$ cat src/rtl/zzlab_env_axil_master.sv
// ---------------------------------------------------------------------------
// zzlab_env_axil_master
//
// Single-outstanding AXI4-Lite master in front of the env control register
// slave. A host-side agent hands over one command at a time on a
// valid/ready stream. The master runs the matching AXI4-Lite read or write
// and returns a response record: read data, response code and the number of
// cycles the transaction took.
//
// Ports
//   ACLK, ARESET    clock and asynchronous active-high reset
//   ACLK_EN         clock enable; every register holds while it is low
//   cmd_*           command stream in (valid/ready, write flag, address,
//                   write data, write strobes)
//   rsp_*           response stream out (valid/ready, write echo, read data,
//                   BRESP/RRESP, latency in cycles)
//   AW*/W*/B*       AXI4-Lite write address, write data and write response
//   AR*/R*          AXI4-Lite read address and read data
//
// Only C_M_AXI_DATA_WIDTH = 32 is supported. The strobe width follows from
// the data width.
// ---------------------------------------------------------------------------
module zzlab_env_axil_master #(
    parameter int C_M_AXI_ADDR_WIDTH = 5,
    parameter int C_M_AXI_DATA_WIDTH = 32,
    parameter int C_LAT_WIDTH        = 16
) (
    input  logic                              ACLK,
    input  logic                              ARESET,
    input  logic                              ACLK_EN,

    // command stream from the host agent
    input  logic                              cmd_valid,
    output logic                              cmd_ready,
    input  logic                              cmd_write,
    input  logic [C_M_AXI_ADDR_WIDTH-1:0]     cmd_addr,
    input  logic [C_M_AXI_DATA_WIDTH-1:0]     cmd_wdata,
    input  logic [C_M_AXI_DATA_WIDTH/8-1:0]   cmd_wstrb,

    // response stream back to the host agent
    output logic                              rsp_valid,
    input  logic                              rsp_ready,
    output logic                              rsp_write,
    output logic [C_M_AXI_DATA_WIDTH-1:0]     rsp_rdata,
    output logic [1:0]                        rsp_resp,
    output logic [C_LAT_WIDTH-1:0]            rsp_latency,

    // AXI4-Lite write address channel
    output logic [C_M_AXI_ADDR_WIDTH-1:0]     AWADDR,
    output logic                              AWVALID,
    input  logic                              AWREADY,

    // AXI4-Lite write data channel
    output logic [C_M_AXI_DATA_WIDTH-1:0]     WDATA,
    output logic [C_M_AXI_DATA_WIDTH/8-1:0]   WSTRB,
    output logic                              WVALID,
    input  logic                              WREADY,

    // AXI4-Lite write response channel
    input  logic [1:0]                        BRESP,
    input  logic                              BVALID,
    output logic                              BREADY,

    // AXI4-Lite read address channel
    output logic [C_M_AXI_ADDR_WIDTH-1:0]     ARADDR,
    output logic                              ARVALID,
    input  logic                              ARREADY,

    // AXI4-Lite read data channel
    input  logic [C_M_AXI_DATA_WIDTH-1:0]     RDATA,
    input  logic [1:0]                        RRESP,
    input  logic                              RVALID,
    output logic                              RREADY
);

    localparam int StrbWidth = C_M_AXI_DATA_WIDTH / 8;

    localparam logic [C_LAT_WIDTH-1:0] LatOne = {{(C_LAT_WIDTH-1){1'b0}}, 1'b1};
    localparam logic [C_LAT_WIDTH-1:0] LatMax = {C_LAT_WIDTH{1'b1}};

    typedef enum logic [2:0] {
        S_IDLE  = 3'd0,
        S_WRITE = 3'd1,
        S_WRESP = 3'd2,
        S_RADDR = 3'd3,
        S_RDATA = 3'd4,
        S_RSP   = 3'd5
    } state_t;

    // -----------------------------------------------------------------------
    // State and datapath registers (_q) with their next-state values (_d)
    // -----------------------------------------------------------------------
    state_t                          state_q,     state_d;
    logic                            write_q,     write_d;
    logic [C_M_AXI_ADDR_WIDTH-1:0]   addr_q,      addr_d;
    logic [C_M_AXI_DATA_WIDTH-1:0]   wdata_q,     wdata_d;
    logic [StrbWidth-1:0]            wstrb_q,     wstrb_d;
    logic                            aw_done_q,   aw_done_d;
    logic                            w_done_q,    w_done_d;
    logic [C_LAT_WIDTH-1:0]          lat_q,       lat_d;
    logic                            rsp_write_q, rsp_write_d;
    logic [C_M_AXI_DATA_WIDTH-1:0]   rsp_rdata_q, rsp_rdata_d;
    logic [1:0]                      rsp_resp_q,  rsp_resp_d;
    logic [C_LAT_WIDTH-1:0]          rsp_lat_q,   rsp_lat_d;

    logic                            aw_hs;
    logic                            w_hs;
    logic                            aw_done_now;
    logic                            w_done_now;
    logic [C_LAT_WIDTH-1:0]          lat_inc;

    // -----------------------------------------------------------------------
    // Outputs are pure decodes of registered state, so no input reaches an
    // output without passing through a flop. Each write channel VALID drops
    // once its sticky done flag is set, i.e. the cycle after its handshake.
    // -----------------------------------------------------------------------
    assign cmd_ready   = (state_q == S_IDLE);
    assign AWVALID     = (state_q == S_WRITE) && !aw_done_q;
    assign WVALID      = (state_q == S_WRITE) && !w_done_q;
    assign BREADY      = (state_q == S_WRESP);
    assign ARVALID     = (state_q == S_RADDR);
    assign RREADY      = (state_q == S_RDATA);
    assign rsp_valid   = (state_q == S_RSP);

    assign AWADDR      = addr_q;
    assign ARADDR      = addr_q;
    assign WDATA       = wdata_q;
    assign WSTRB       = wstrb_q;

    assign rsp_write   = rsp_write_q;
    assign rsp_rdata   = rsp_rdata_q;
    assign rsp_resp    = rsp_resp_q;
    assign rsp_latency = rsp_lat_q;

    assign aw_hs       = AWVALID && AWREADY;
    assign w_hs        = WVALID && WREADY;

    // A channel counts as done if it finished earlier or finishes this cycle,
    // which covers AW-first, W-first and simultaneous completion alike.
    assign aw_done_now = aw_done_q || aw_hs;
    assign w_done_now  = w_done_q || w_hs;

    // Latency counter saturates rather than wrapping so that a very slow
    // slave reports "at least this long" instead of a small bogus value.
    assign lat_inc     = (lat_q == LatMax) ? lat_q : (lat_q + LatOne);

    // -----------------------------------------------------------------------
    // Next-state logic. The latency captured into the response is lat_inc,
    // so the B/R handshake cycle itself is included in the count.
    // -----------------------------------------------------------------------
    always_comb begin
        state_d     = state_q;
        write_d     = write_q;
        addr_d      = addr_q;
        wdata_d     = wdata_q;
        wstrb_d     = wstrb_q;
        aw_done_d   = aw_done_q;
        w_done_d    = w_done_q;
        lat_d       = lat_q;
        rsp_write_d = rsp_write_q;
        rsp_rdata_d = rsp_rdata_q;
        rsp_resp_d  = rsp_resp_q;
        rsp_lat_d   = rsp_lat_q;

        case (state_q)
            S_IDLE: begin
                if (cmd_valid) begin
                    write_d   = cmd_write;
                    addr_d    = cmd_addr;
                    wdata_d   = cmd_wdata;
                    wstrb_d   = cmd_wstrb;
                    aw_done_d = 1'b0;
                    w_done_d  = 1'b0;
                    lat_d     = '0;
                    state_d   = cmd_write ? S_WRITE : S_RADDR;
                end
            end

            S_WRITE: begin
                lat_d     = lat_inc;
                aw_done_d = aw_done_now;
                w_done_d  = w_done_now;
                if (aw_done_now && w_done_now) begin
                    state_d = S_WRESP;
                end
            end

            S_WRESP: begin
                lat_d = lat_inc;
                if (BVALID) begin
                    rsp_write_d = write_q;
                    rsp_rdata_d = '0;
                    rsp_resp_d  = BRESP;
                    rsp_lat_d   = lat_inc;
                    state_d     = S_RSP;
                end
            end

            S_RADDR: begin
                lat_d = lat_inc;
                if (ARREADY) begin
                    state_d = S_RDATA;
                end
            end

            S_RDATA: begin
                lat_d = lat_inc;
                if (RVALID) begin
                    rsp_write_d = write_q;
                    rsp_rdata_d = RDATA;
                    rsp_resp_d  = RRESP;
                    rsp_lat_d   = lat_inc;
                    state_d     = S_RSP;
                end
            end

            S_RSP: begin
                if (rsp_ready) begin
                    state_d = S_IDLE;
                end
            end

            default: begin
                state_d = S_IDLE;
            end
        endcase
    end

    // -----------------------------------------------------------------------
    // State register. Reset drops any in-flight transaction without a
    // response; a low ACLK_EN freezes everything, including the latency
    // count, so disabled cycles never show up in rsp_latency.
    // -----------------------------------------------------------------------
    always_ff @(posedge ACLK or posedge ARESET) begin
        if (ARESET) begin
            state_q     <= S_IDLE;
            write_q     <= 1'b0;
            addr_q      <= '0;
            wdata_q     <= '0;
            wstrb_q     <= '0;
            aw_done_q   <= 1'b0;
            w_done_q    <= 1'b0;
            lat_q       <= '0;
            rsp_write_q <= 1'b0;
            rsp_rdata_q <= '0;
            rsp_resp_q  <= 2'b00;
            rsp_lat_q   <= '0;
        end else if (ACLK_EN) begin
            state_q     <= state_d;
            write_q     <= write_d;
            addr_q      <= addr_d;
            wdata_q     <= wdata_d;
            wstrb_q     <= wstrb_d;
            aw_done_q   <= aw_done_d;
            w_done_q    <= w_done_d;
            lat_q       <= lat_d;
            rsp_write_q <= rsp_write_d;
            rsp_rdata_q <= rsp_rdata_d;
            rsp_resp_q  <= rsp_resp_d;
            rsp_lat_q   <= rsp_lat_d;
        end
    end

endmodule

$ cat config.mk
export PLATFORM = sky130hd
export DESIGN_NAME = zzlab_env_axil_master
export DESIGN_NICKNAME = d
export VERILOG_FILES = /design/src/rtl/zzlab_env_axil_master.sv
export SDC_FILE = /design/constraint.sdc
export NUM_CORES = 1
export LEC_CHECK = 0
export CORE_ASPECT_RATIO = 1.25
export CORE_MARGIN = 3
export CORE_UTILIZATION = 48
export DETAILED_ROUTE_END_ITERATION = 8
export GPL_TIMING_DRIVEN = 0
export PLACE_DENSITY = 0.85
export SLEW_MARGIN = 20
export SYNTH_ARGS = -nofsm -noshare
export SYNTH_HDL_FRONTEND = slang
export SYNTH_SLANG_ARGS = --single-unit
$ cat constraint.sdc
create_clock -name ACLK -period 5.89 [get_ports ACLK]
set_input_delay 0.589 -clock ACLK [delete_from_list [all_inputs] [get_ports ACLK]]
set_output_delay 0.589 -clock ACLK [all_outputs]
set_load 0.005 [all_outputs]
==> impl_metrics.csv <==
group,metric,value,unit
status,result_of_the_run,"finished, final reports clean",
die,floorplan.core_area,10620,sq um
sta,tightest_slew,637.1,ps
synthesis,syn_avg_cell_area,10.48,sq um
global_routing,grt_use_total,28.43,%
setup_path,worst-endpoint-required,5300,ps
setup_path,timing.rr.end,"rsp_rdata[9]",
setup_path,library_cell_appearing_most_often_on_the_critical_path,"clkbuf_1",
synthesis,postSynth.asyncResetShare,100.0,%
setup_path,slowest_delay,550,ps
detailed_routing,final_wl,16850,um
cts,cts_hold_repair.buffers,0,
cells_and_area,flow.area_growth_from_synthesis,51.30,%
detailed_routing,ant_nets,0,
power_and_ir_drop,p_int,0.002686,W
min_path,hold_path_depth,2,
cells_and_area,fillerInstances,724,
sta,totalNegativeSetupSlack,0,ps
placed_design,post-dp-hpwl,12140,um
synthesis,cell_area_after_synthesis,5231,sq um
synthesis,yosysUniqueCellTypes,58,
die,rows,42,
setup_path,endpoint_class_of_the_critical_path,"primary output",
power_and_ir_drop,power.density,490.8,nW/um^2
cts,clkSlewWorstSetupHoldPaths,50,ps
sta,clock-skew-final,6.707,ps
synthesis,syn_nets,588,
cts,cts_resized,0,
global_routing,global_route.overflow_total,0,
detailed_routing,detail_route.drc_violations,0,
min_path,hold_end,"rsp_rdata[4]",
die,initial_core_util,49.28,%
die,fp.dieArea,12200,sq um
cells_and_area,layout.nets,798,
cts,clock_tree.root_cell,"clkbuf_16",
min_path,timing.hold.worst.class,"reg2reg",
setup_path,slowest_stage,"clkdlybuf4s50_1",
detailed_routing,first_iter_violations,240,
min_path,worst_hold_startpoint,"rsp_rdata[4]",
setup_path,critPathArrivalTime,2740,ps
synthesis,synth_seq_cells,114,
power_and_ir_drop,power.sequential.fraction,33.9,%
detailed_routing,routed_via_density,5.647,
setup_path,start_kind,"flop",
sta,slew_violations,0,
die,die_w,99.38,um
power_and_ir_drop,clock_power_share,26.2,%
sta,final.min_clock_period,3330,ps
cts,worst_skew_pair.late_latency,410,ps
job,max-cap-violations,0,
cells_and_area,diodes,0,
global_routing,largest_net_degree_at_the_start_of_global_routing,69,
power_and_ir_drop,total_leakage_power,3.500,nW
cts,number_of_buffers_inserted_during_clock_tree_synthesis,17,
sta,final_critical_path_setup_slack,2560,ps
setup_path,regToRegStartpoint,"state_q[0]",
global_routing,antenna_found_initial,0,
setup_path,worstPathCellList,"clkbuf_1 > buf_1 > inv_1 > and2_1 > clkbuf_1 > buf_2 > clkdlybuf4s50_1",
power_and_ir_drop,finalPower,0.003885,W
sta,highest_attainable_clock_frequency,0.3003,GHz
global_routing,wire_length_of_the_first_global_routing_pass,26770,um
placed_design,dpl_cell_area,7331,sq um
setup_path,reg2reg_setup_slack,3640,ps
cts,clock_sink_count,114,
power_and_ir_drop,power_frac_comb,39.9,%
synthesis,yosys_warnings,0,
cells_and_area,fraction_of_final_layout_cells_with_drive_strength_greater_than_1,14.01,%
placed_design,placed_cells,822,
detailed_routing,drt_pass1_iterations,5,
sta,final_setup_violating_endpoints,0,
detailed_routing,drt-wirelength-per-cell,19.75,um
cts,clock_path_buffers,2,
global_routing,first_global_vias,4993,
cts,cts_tree,"done",
cells_and_area,final_cells,853,
cells_and_area,postLayoutCellArea,7915,sq um
cts,cts_post_setup_buffers_inserted,0,
die,chipHeight,122.7,um
power_and_ir_drop,net_switching_share_of_the_total_power,30.86,%
power_and_ir_drop,vdd_drop_max,0.0002958,V
placed_design,port_buffers,190,
sta,unrepaired_setup_endpoints_after_global_routing,"false",
sta,hold_violations,0,
die,design.portCount,192,
setup_path,timing.critical_path.fanout_max,10,
placed_design,gpl.final_weighted_congestion,0.9112,
setup_path,reg2reg_depth,8,
synthesis,postSynth.topFlopCell,"dfrtp_1",
synthesis,synth_seq_area_share,54.53,%
power_and_ir_drop,p_sw,0.001199,W
cts,htree_levels,4,
setup_path,path_class,"reg2out",
placed_design,pre_cts_ws,2987,ps
sta,layout_worst_path_cycle_share,56.54,%
synthesis,cell_count_after_synthesis,499,
sta,worst_slew_margin_rel,57.52,%
detailed_routing,route.vias.total,4817,
synthesis,synth-edff-count,0,
## placed cells by master (no fill, tap or decap), drive strengths merged, types with 2 or more instances in the layout
cell type	Yosys	layout
mux2i	3	3
o31ai	7	7
or3	5	5
nor3b	2	2
nor4	4	4
o2bb2ai	2	2
xnor2	3	3
and4	3	3
a21oi	14	14
nor3	7	7
clkinv	0	5
o211ai	2	2
mux2	43	43
or4	3	3
a211o	2	2
clkbuf	10	30
clkinvlp	0	3
a31oi	21	21
inv	9	9
bufinv	0	3
nor2	25	25
dfrtp	114	114
buf	32	33
o211a	2	2
and3	9	9
and2	4	4
clkdlybuf4s50	0	190
nand4	6	6
a21o	3	3
a41oi	2	2
nand2	87	87
nand3	41	41
o21ai	18	18
## worst max-delay path by stage
stage,startpoint,endpoint,slack (ps),cells after the start
floorplan,ARESET,ARADDR[0],2290,1
global placement,ARESET,rsp_latency[4],760,2
detailed placement,state_q[0],RREADY,2990,7
CTS,state_q[0],RREADY,2540,7
global route,state_q[0],RREADY,2340,7
finish,state_q[0],RREADY,2560,7
## sequential cells by signal, summed over array words and instances, names as in the netlist
signal       count
aw_done_q        1
WSTRB            4
WDATA           32
w_done_q         1
state_q          3
rsp_write        1
lat_q           16
rsp_resp         2
write_q          1
ARADDR           5
rsp_rdata       32
rsp_latency     16
## routing by layer
layer,track usage [%],vias up,share of wire [%]
met5,0,-,0
met3,7.391,34,7.4
met4,8.027,0,1.8
met2,52.10,242,54
met1,32.63,2357,37
li1,-,2184,-
## cells in the mapped netlist (all sizes together), types with 5 or more instances
cell type | count | area share [%]
nand2 | 87 | 6.2
dfrtp | 114 | 55
buf | 32 | 3.9
nor2 | 25 | 1.8
nand3 | 41 | 3.9
mux2 | 43 | 9.3
clkbuf | 10 | 0.72
o31ai | 7 | 1.3
and3 | 9 | 1.2
nor3 | 7 | 0.67
a31oi | 21 | 2.5
or3 | 5 | 0.60
inv | 9 | 0.65
o21ai | 18 | 1.7
a21oi | 14 | 1.3
nand4 | 6 | 1.4
## worst max-delay path: cells and delay by family, from the launching register on
kind	cells	cell delay (ps)
buffers and inverters	6	1840
DFF	1	350
and+or+nand+nor	1	130
## cells by family (layout without fill, tap and decap cells)
kind of cell | count (synthesis) | in the layout | synth area share, %
compound gates | 82 | 82 | 10.52
flops | 114 | 114 | 54.53
buf+inv | 51 | 273 | 5.214
mux | 46 | 46 | 9.830
simple gates | 201 | 201 | 18.99
xor+xnor | 4 | 4 | 0.6698
fa+ha+maj | 1 | 1 | 0.2391
## per-stage QoR
step	hold slack, ps	utilization [%]
global route	493.6	74.56
detailed placement	456.5	69.06
CTS	466.2	74.56
floorplan	434.8	-
finish	463.9	74.56
global placement	450.7	68.75
## area by class of cell
class	count	area, sq um	area share [%]
Sequential cell	114	2853	36.04
Multi-Input combinational cell	334	2106	26.60
Timing Repair Buffer	191	1929	24.38
Clock buffer	20	446.7	5.643
Buffer	42	239.0	3.019
Tap cell	132	165.2	2.087
Clock inverter	11	137.6	1.739
Inverter	9	38.79	0.4900
## power groups by stage
stage | combinational, W | sequential, W | clock (W)
CTS | 0.00156 | 0.00131 | 0.00103
global route | 0.00167 | 0.00136 | 0.00107
finish | 0.00155 | 0.00132 | 0.00102
detailed placement | 0.00154 | 0.00132 | 0
floorplan | 0.000593 | 0.00131 | 0
global placement | 0.00149 | 0.00129 | 0
Power figures use the tool's default switching activity.
